File: src/rtl/cr_kme_fifo_pfc.sv
// KME staging FIFO: flop storage, show-ahead, programmable stall threshold, sticky errors; CR_KME_FIFO_PFC_BYPASS_EN adds empty bypass.
// Write-to-valid latency 1 cycle (0 with bypass); producer is stalled when free slots <= STALL_AT, writes to a full FIFO are dropped.
module cr_kme_fifo_pfc #(
  parameter int DATA_SIZE   = 263,
  parameter int FIFO_DEPTH  = 4,
  parameter int STALL_AT    = 0,
  parameter bit OVERRIDE_EN = 1'b1,
  parameter int CW          = $clog2(FIFO_DEPTH + 1)
) (
  input  logic                 clk,
  input  logic                 rst,
  input  logic                 clear,
  input  logic [DATA_SIZE-1:0] fifo_in,
  input  logic                 fifo_in_valid,
  output logic                 fifo_in_stall,
  input  logic                 fifo_in_stall_override,
  output logic [DATA_SIZE-1:0] fifo_out,
  output logic                 fifo_out_valid,
  input  logic                 fifo_out_ack,
  output logic [CW-1:0]        used_slots,
  output logic [CW-1:0]        free_slots,
  output logic [CW-1:0]        high_water,
  output logic                 fifo_overflow,
  output logic                 fifo_underflow,
  output logic [1:0]           err_sticky,
  input  logic                 err_clr
);

  localparam int            PW       = (FIFO_DEPTH > 1) ? $clog2(FIFO_DEPTH) : 1;
  localparam logic [PW-1:0] LAST_PTR = PW'(FIFO_DEPTH - 1);
  localparam logic [CW-1:0] DEPTH_C  = CW'(FIFO_DEPTH);
  localparam logic [CW:0]   STALL_C  = (CW + 1)'(STALL_AT);

  logic [DATA_SIZE-1:0] mem_q [FIFO_DEPTH];
  logic [PW-1:0]        wr_ptr_q, wr_ptr_d, rd_ptr_q, rd_ptr_d;
  logic [CW-1:0]        used_q, used_d, hw_q, hw_d;
  logic                 ovf_q, ovf_d, udf_q, udf_d;
  logic [1:0]           err_q, err_d;
  logic                 empty, full, byp, byp_take, ren, pop, wen;

  always_comb begin
    empty = (used_q == '0);
    full  = (used_q == DEPTH_C);
`ifdef CR_KME_FIFO_PFC_BYPASS_EN
    byp = empty & fifo_in_valid;
`else
    byp = 1'b0;
`endif
    fifo_out_valid = !empty | byp;
    if (!empty)   fifo_out = mem_q[rd_ptr_q];
    else if (byp) fifo_out = fifo_in;
    else          fifo_out = '0;

    // A bypassed word that is acked never touches storage or counts
    ren      = fifo_out_valid & fifo_out_ack & !clear;
    byp_take = byp & fifo_out_ack;
    pop      = ren & !byp_take;
    wen      = fifo_in_valid & (!full | ren) & !clear & !byp_take;

    used_d   = used_q;
    wr_ptr_d = wr_ptr_q;
    rd_ptr_d = rd_ptr_q;
    if (clear) begin
      used_d   = '0;
      wr_ptr_d = '0;
      rd_ptr_d = '0;
    end else begin
      if (wen & !pop)      used_d = used_q + 1'b1;
      else if (pop & !wen) used_d = used_q - 1'b1;
      if (wen) wr_ptr_d = (wr_ptr_q == LAST_PTR) ? '0 : wr_ptr_q + 1'b1;
      if (pop) rd_ptr_d = (rd_ptr_q == LAST_PTR) ? '0 : rd_ptr_q + 1'b1;
    end

    ovf_d = fifo_in_valid & full & !ren & !clear;
    udf_d = fifo_out_ack & !fifo_out_valid & !clear;
    // New error events override a same-cycle err_clr
    err_d = (err_clr ? 2'b00 : err_q) | {ovf_d, udf_d};
    if (err_clr)              hw_d = used_q;
    else if (used_d > hw_q)   hw_d = used_d;
    else                      hw_d = hw_q;

    used_slots     = used_q;
    free_slots     = DEPTH_C - used_q;
    high_water     = hw_q;
    fifo_overflow  = ovf_q;
    fifo_underflow = udf_q;
    err_sticky     = err_q;
    fifo_in_stall  = ({1'b0, free_slots} <= STALL_C) | (OVERRIDE_EN & fifo_in_stall_override);
  end

  always_ff @(posedge clk or posedge rst) begin
    if (rst) begin
      wr_ptr_q <= '0;
      rd_ptr_q <= '0;
      used_q   <= '0;
      hw_q     <= '0;
      ovf_q    <= 1'b0;
      udf_q    <= 1'b0;
      err_q    <= 2'b00;
    end else begin
      wr_ptr_q <= wr_ptr_d;
      rd_ptr_q <= rd_ptr_d;
      used_q   <= used_d;
      hw_q     <= hw_d;
      ovf_q    <= ovf_d;
      udf_q    <= udf_d;
      err_q    <= err_d;
    end
  end

  // Payload storage is not reset; fifo_out is masked while empty
  always_ff @(posedge clk) begin
    if (wen) mem_q[wr_ptr_q] <= fifo_in;
  end

endmodule

File: config.mk
export PLATFORM = sky130hd
export DESIGN_NAME = cr_kme_fifo_pfc
export DESIGN_NICKNAME = d
export VERILOG_FILES = /design/src/rtl/cr_kme_fifo_pfc.sv
export SDC_FILE = /design/constraint.sdc
export NUM_CORES = 1
export LEC_CHECK = 0
export BUFFER_PORTS_ARGS = -buffer_cell sky130_fd_sc_hd__buf_2
export CAP_MARGIN = 20
export CORE_MARGIN = 3
export CORE_UTILIZATION = 57
export DETAILED_ROUTE_END_ITERATION = 6
export PLACE_DENSITY = 0.87
export SKIP_CTS_REPAIR_TIMING = 1
export SKIP_LAST_GASP = 1
export SYNTH_ARGS = -nofsm -noshare
export SYNTH_HDL_FRONTEND = slang
export SYNTH_SLANG_ARGS = --single-unit
File: constraint.sdc
create_clock -name clk -period 11.6 [get_ports clk]
set_input_delay 3.48 -clock clk [delete_from_list [all_inputs] [get_ports clk]]
set_output_delay 3.48 -clock clk [all_outputs]
set_load 0.005 [all_outputs]
==> reports/metrics.cfg, run 1 <==
[run_status]
outcome = finished, final reports clean

[timing]
finalMaxSlewViolations = 0
fmax_ghz = 0.134
grt_setup_unrepaired = no
clock_skew_ps = 20.5
setup_tns_ps = 0
setup_violations = 0
finalHoldViolCount = 0
relSlewSlack = 0.215
fin_crit_ps = 7440
tightest_slew_ps = 1180
period_share = 0.642

[cts]
clkSlewWorstSetupHoldPaths_ps = 60
root_buffer = clkbuf_16
insertion_delay_ps = 640
cts_tree = yes
cts_buffers = 100
cts_buffer_depth = 3
numClockSinks = 1066
h-tree-depth = 3

[power_and_ir_drop]
vdd_ir_drop_max_mv = 0.160
swShare = 0.261
p_int_w = 0.00721
power_frac_clock = 0.329
p_comb_frac = 0.213
total_power_w = 0.00976
seq_power_share = 0.458
p_switching_w = 0.00255
p_leak_nw = 16.3
p_per_area_nw_per_um2 = 205

[run]
maxCapViolCount = 0

[detailed_routing]
vias = 20055
wl_per_cell_um = 26.8
viasPerCell = 5.89
drt-pass1-iter-count = 6
drt_iter0_markers = 2013
drtAntennaViolNets = 0
drt-total-wl_um = 91100
drc = 0

[synthesis]
ys_types = 35
yosys.area.top_type_share = 0.777
syn-cell-area_um2 = 40700
synthTopCellsByCount = 1,052 x edfxtp_1, 267 x and2_1, 263 x mux4_2
synthArstFlopShare = 0.0131
yosys_most_used_dff = edfxtp_1
post-synth-top-count-cell = edfxtp_1
seq_area_frac_synth = 0.786
synth_edf_count = 1052
ys_top_cells_by_area = edfxtp_1 78%, mux4_2 15%, and2_1 4.1%, dfrtp_1 0.86%, buf_6 0.78%
syn_nets = 2051
ys_seq_elements = 1066
synth_top_area_cell = edfxtp_1
synthesis.instances = 1767
avgSynthCellArea_um2 = 23.0
yosys_warnings = 0

[critical_path]
crit_type = in -> out
cp.required_ps = 8120
crit_buf_inv = 2
reg2reg_depth = 8
cpLargestDelayFamily = simple AND/OR/NAND/NOR gates
cp_common_cell = buf_2
slowest_stage = or2_2
critical_path_arrival_ps = 3970
timing.rr.end = mem_q[2][118]$_DFFE_PP_
rr_startpoint = used_slots[1]$_DFF_PP0_
crit_path_end_kind = output port
worstPathMaxFanout = 1
setup.worst_path.start_class = input port
r2r_setup_slack_ps = 7240
crit_chain = buf_2 > or2_2 > buf_2
worstSetupStartpoint = fifo_in_stall_override
cpPeakStageDelay_ps = 260

[final_layout]
fill_cells = 4224
nets = 2631
design_area_um2 = 47600
syn_to_final_growth_pct = 17.0
layout-drive-gt1-share = 0.405

[worst_hold_path]
min_to = err_sticky[0]$_DFF_PP0_
hold_path_depth = 2
hold_class = reg -> reg
min_from = err_sticky[0]$_DFF_PP0_

[die]
ios = 548
core-area_um2 = 70400
start_util = 0.578
fp.dieH_um = 273
fp.dieW_um = 273
die-area_um2 = 74600
core.rowCount = 97

[global_routing]
grt_antenna_before_repair = 48
grt-ovfl-total = 0
gr-usage-all-layers = 0.245
grt_pass1_vias = 21377
grt_pass1_wl_um = 135000
grt_max_degree = 149

[placed_design]
hpwl_um = 53400
placed_cell_area_um2 = 44200
gp_congestion = 0.829
port_buffers = 547

==> per-layer routing <==
layer | up-vias | wire length [um] | track usage
li1 | 8455 | - | -
met1 | 10360 | 31800 | 0.300
met2 | 975 | 47700 | 0.407
met3 | 241 | 7260 | 0.0608
met4 | 24 | 4260 | 0.130
met5 | - | 156 | 0
==> state kept, by name, indices dropped and copies added, names as in the netlist <==
| name | flops |
|---|---|
| used_slots | 3 |
| fifo_overflow | 1 |
| wr_ptr_q | 2 |
| rd_ptr_q | 2 |
| err_sticky | 2 |
| fifo_underflow | 1 |
| high_water | 3 |
| mem_q | 1052 |
==> stage by stage <==
step | utilization | setup WS [ps] | hold WS (ps) | std cells
2_1_floorplan | - | 831 | 526 | 1767
3_3_place_gp | 0.628 | 4140 | 524 | 3184
3_5_place_dp | 0.629 | 4160 | 548 | 3185
4_1_cts | 0.675 | 4160 | 557 | 3369
5_1_grt | 0.676 | 4150 | 583 | 3402
6_report | 0.676 | 4160 | 558 | 3407
==> kinds of logic after synthesis <==
family	synth area share
DFF	0.786
and+or+nand+nor	0.0450
muxes	0.147
buffers and inverters	0.0155
AOI/OAI and AO/OA	0.00255
adders and majority gates	0.00431
xor gates and xnor gates	0.000215
==> layout by cell type (no fill, tap or decap), types with 2 or more instances in the layout <==
master / netlist / routed
diode_2: 0 / 38
dfrtp_4: 0 / 2
bufinv_16: 0 / 9
nor2_1: 9 / 9
clkinv_2: 0 / 22
and2_4: 0 / 4
buf_2: 11 / 547
nor4bb_1: 2 / 2
mux2i_1: 3 / 3
nand3b_1: 2 / 2
clkinvlp_4: 0 / 3
o21ai_0: 2 / 2
o311ai_0: 2 / 2
a21oi_1: 5 / 5
o22ai_1: 2 / 2
clkinv_16: 0 / 3
ha_1: 14 / 14
clkbuf_1: 37 / 19
dfrtp_1: 14 / 12
nand2_1: 7 / 7
buf_4: 2 / 19
mux4_2: 263 / 263
buf_12: 0 / 3
and2_1: 267 / 263
clkbuf_16: 0 / 102
inv_1: 14 / 13
clkinv_1: 0 / 23
nor2b_1: 3 / 3
edfxtp_1: 1052 / 1052
==> worst max-delay path by stage <==
stage | end | slack, ps | cells after the start
after detailed placement | fifo_in_stall | 4160 | 3
after floorplan | mem_q[0][0]$_DFFE_PP_ | 830 | 4
after CTS | fifo_in_stall | 4160 | 3
final | fifo_in_stall | 4160 | 3
after global routing | fifo_in_stall | 4150 | 3
after global placement | fifo_in_stall | 4140 | 3
==> power groups by stage <==
stage               Combinational, W  Clock [W]  Sequential (W)
finish                       0.00207    0.00321         0.00447
global route                 0.00224    0.00340         0.00449
CTS                          0.00210    0.00326         0.00448
detailed placement           0.00207          0         0.00455
global placement             0.00201          0         0.00454
floorplan                    0.00127          0         0.00454
==> cell type report <==
type / instances / area (um2) / area share
antenna: 38 / 95.1 / 0.00200
timing repair buffer: 570 / 2970 / 0.0624
inverter: 14 / 57.6 / 0.00121
clock buffer: 121 / 2620 / 0.0551
tap: 940 / 1180 / 0.0247
multi-input combinational: 595 / 8100 / 0.170
clock inverter: 63 / 619 / 0.0130
sequential: 1066 / 31900 / 0.671
==> tightest hold or removal path, delay by kind of cell, from the launching register on <==
kind | cells | cell delay [ps]
AO/OA/AOI/OAI | 1 | 70
buffers and inverters | 1 | 60
flip-flops | 1 | 380
(Power assumes the default switching activity.)
==> run 2: changes to the inputs <==
clock period = 7 ns   (was 11.6 ns; I/O delays follow)
==> run 2 against run 1 <==
  * Combinational power increased by 66%
  * Routed wire length is 0.48% higher
  * Cell count up 0.15%
  * Sequential share of layout area fell by 0.30 points
  * Critical endpoint is now fifo_out[158]
  * Largest cell class unchanged
  * Largest power group unchanged
==> reports/metrics.cfg, run 2 (same netlist as run 1, synthesis figures left out) <==
[placed_design]
placed_cell_area_um2 = 44400  ; was 44,200 um2
gp_congestion = 0.795  ; was 0.829
dpl.cell_count = 3186  ; was 3,185
pre_cts_ws_ps = 2090  ; was 4160 ps
hpwl_um = 54200  ; was 53,400 um
port_buffers = 547  ; unchanged

[critical_path]
crit_path_end_kind = output port  ; unchanged
slowest_stage = buf_4  ; was or2_2
cpPeakStageDelay_ps = 640  ; was 260 ps
cp.required_ps = 4900  ; was 8120 ps
critical_path_arrival_ps = 3440  ; was 3970 ps
crit_chain = inv_1 > ha_1 > ha_1 > inv_6 > buf_4 > and2_1 > buf_2  ; was buf_2 > or2_2 > buf_2
setup.worst_path.start_class = flop  ; was input port
crit_buf_inv = 4  ; was 2
cpLargestDelayFamily = buffers and inverters  ; was simple AND/OR/NAND/NOR gates
cp_common_cell = ha_1  ; was buf_2
crit_type = reg -> out  ; was in -> out
worstPathMaxFanout = 134  ; was 1

[cts]
h-tree-depth = 3  ; unchanged
cts_tree = yes  ; unchanged
cts_buffers = 103  ; was 100
insertion_delay_ps = 650  ; was 640 ps
cts_buffer_depth = 3  ; unchanged
root_buffer = clkbuf_16  ; unchanged
numClockSinks = 1066  ; unchanged
clkSlewWorstSetupHoldPaths_ps = 60  ; about the same

[worst_hold_path]
hold_class = reg -> reg  ; unchanged

[die]
die-area_um2 = 74600  ; unchanged
ios = 548  ; unchanged
core.rowCount = 97  ; unchanged
fp.dieW_um = 273  ; unchanged
start_util = 0.578  ; unchanged
fp.dieH_um = 273  ; unchanged
core-area_um2 = 70400  ; unchanged

[detailed_routing]
wl_met3_um = 6940  ; was 7260 um
wl_met1_um = 31700  ; was 31,800 um
wl_per_cell_um = 26.8  ; about the same
drt_iter0_markers = 2105  ; was 2,013
vias = 20045  ; was 20.1k
met2_wirelength_um = 48900  ; was 47,700 um
viasPerCell = 5.87  ; was 5.89
drtAntennaViolNets = 0  ; unchanged
drt-total-wl_um = 91600  ; was 91,100 um
top_layer = met5  ; unchanged
drc = 0  ; unchanged
drt-pass1-iter-count = 5  ; was 6

[global_routing]
grt-ovfl-total = 0  ; unchanged
grt_max_degree = 135  ; was 149
grt_antenna_before_repair = 46  ; was 48
gr-usage-all-layers = 0.245  ; about the same
grt_pass1_wl_um = 135000  ; about the same
grt_pass1_vias = 21205  ; was 21.4k

[final_layout]
nets = 2635  ; was 2,631
stdcell_count = 3412  ; was 3,407
syn_to_final_growth_pct = 17.6  ; was 17.0%
layout-drive-gt1-share = 0.405  ; about the same
final_cell_mix = 1,052 x edfxtp_1, 547 x buf_2, 263 x and2_1, 263 x mux4_2, 103 x clkbuf_16  ; was 1,052 x edfxtp_1, 547 x buf_2, 263 x and2_1, 263 x mux4_2, 102 x clkbuf_16
max_flop_register = mem_q  ; unchanged
layout_commonest_cell = edfxtp_1  ; unchanged
largest_reg_flops = 1052  ; unchanged
design_area_um2 = 47800  ; was 47,600 um2

[power_and_ir_drop]
power_frac_clock = 0.330  ; was 0.329
total_power_w = 0.0162  ; was 0.00976 W
p_switching_w = 0.00420  ; was 0.00255 W
swShare = 0.260  ; was 0.261
p_leak_nw = 16.3  ; about the same
p_int_w = 0.0120  ; was 0.00721 W
seq_power_share = 0.458  ; about the same
p_per_area_nw_per_um2 = 339  ; was 205 nW/um2
p_comb_frac = 0.212  ; was 0.213
vdd_ir_drop_max_mv = 0.277  ; was 0.160 mV

[run_status]
outcome = finished, final reports clean  ; unchanged

[timing]
finalHoldViolCount = 0  ; unchanged
fmax_ghz = 0.180
setup_tns_ps = 0  ; unchanged
clock_skew_ps = 27.9  ; was 20.5 ps
setup_slack_ps = 1460  ; was 4160 ps
fin_crit_ps = 5540
setup_violations = 0  ; unchanged
period_share = 0.792
finalMaxSlewViolations = 0  ; unchanged
relSlewSlack = 0.345  ; was 0.215
grt_setup_unrepaired = no  ; unchanged
tightest_slew_ps = 983  ; was 1180 ps

[run]
maxCapViolCount = 0  ; unchanged

run 2: cell count changes in the layout (fill, tap and decap cells not counted), moves of 3 or more:
cell / previous run / this run
clkinv_2: 22 / 16
buf_4: 19 / 6
buf_12: 3 / 18
diode_2: 38 / 41
inv_6: 1 / 6
clkinv_1: 23 / 20
clkbuf_1: 19 / 23
run 2: metal layers:
| metal | vias up | GRT usage |
|---|---|---|
| met5 | - | 0 |
| met4 | 22 | 0.110 |
| met3 | 229 | 0.0544 |
| met2 | 1014 | 0.416 |
| met1 | 10339 | 0.304 |
| li1 | 8441 | - |
run 2: path summary, 6_finish.rpt:
check,cells past startpoint,from,slack [ps],end
worst max register to register,7,used_slots[1]$_DFF_PP0_,3450,mem_q[0][181]$_DFFE_PP_
worst max-delay path,7,used_slots[1]$_DFF_PP0_,1460,fifo_out[158]
worst min-delay path,2,err_sticky[0]$_DFF_PP0_,550,err_sticky[0]$_DFF_PP0_
worst min register to register,2,err_sticky[0]$_DFF_PP0_,550,err_sticky[0]$_DFF_PP0_
min in group asynchronous,2,rst,1510,high_water[1]$_DFFE_PP0P_
max in group asynchronous,2,rst,5090,rd_ptr_q[0]$_DFFE_PP0P_
run 2: power groups by stage:
stage / clock network [W] / registers [W] / logic, W
final: 0.00534 / 0.00741 / 0.00344
after global routing: 0.00568 / 0.00744 / 0.00371
after CTS: 0.00543 / 0.00742 / 0.00348
after detailed placement: 0 / 0.00754 / 0.00341
after global placement: 0 / 0.00752 / 0.00333
after floorplan: 0 / 0.00749 / 0.00210
run 2: worst min-delay path: stages (launching register included):
cell     delay [ps]
dfrtp_1         380
inv_1            50
o22ai_1          70
run 2: final cells by class:
cell class / instances / area, um2
well taps: 940 / 1180
diodes: 41 / 103
flip-flops and latches: 1066 / 31900
multi-input cells: 595 / 8100
fillers: 4159 / 22600
clock inverters: 59 / 607
repair buffers: 571 / 3140
clock buffers: 126 / 2660
inverters: 14 / 57.6
run 2: through the flow:
stage	hold WS (ps)	util
after global placement	528	0.631
after detailed placement	536	0.631
after floorplan	526	-
final	548	0.679
after CTS	546	0.677
after global routing	572	0.679
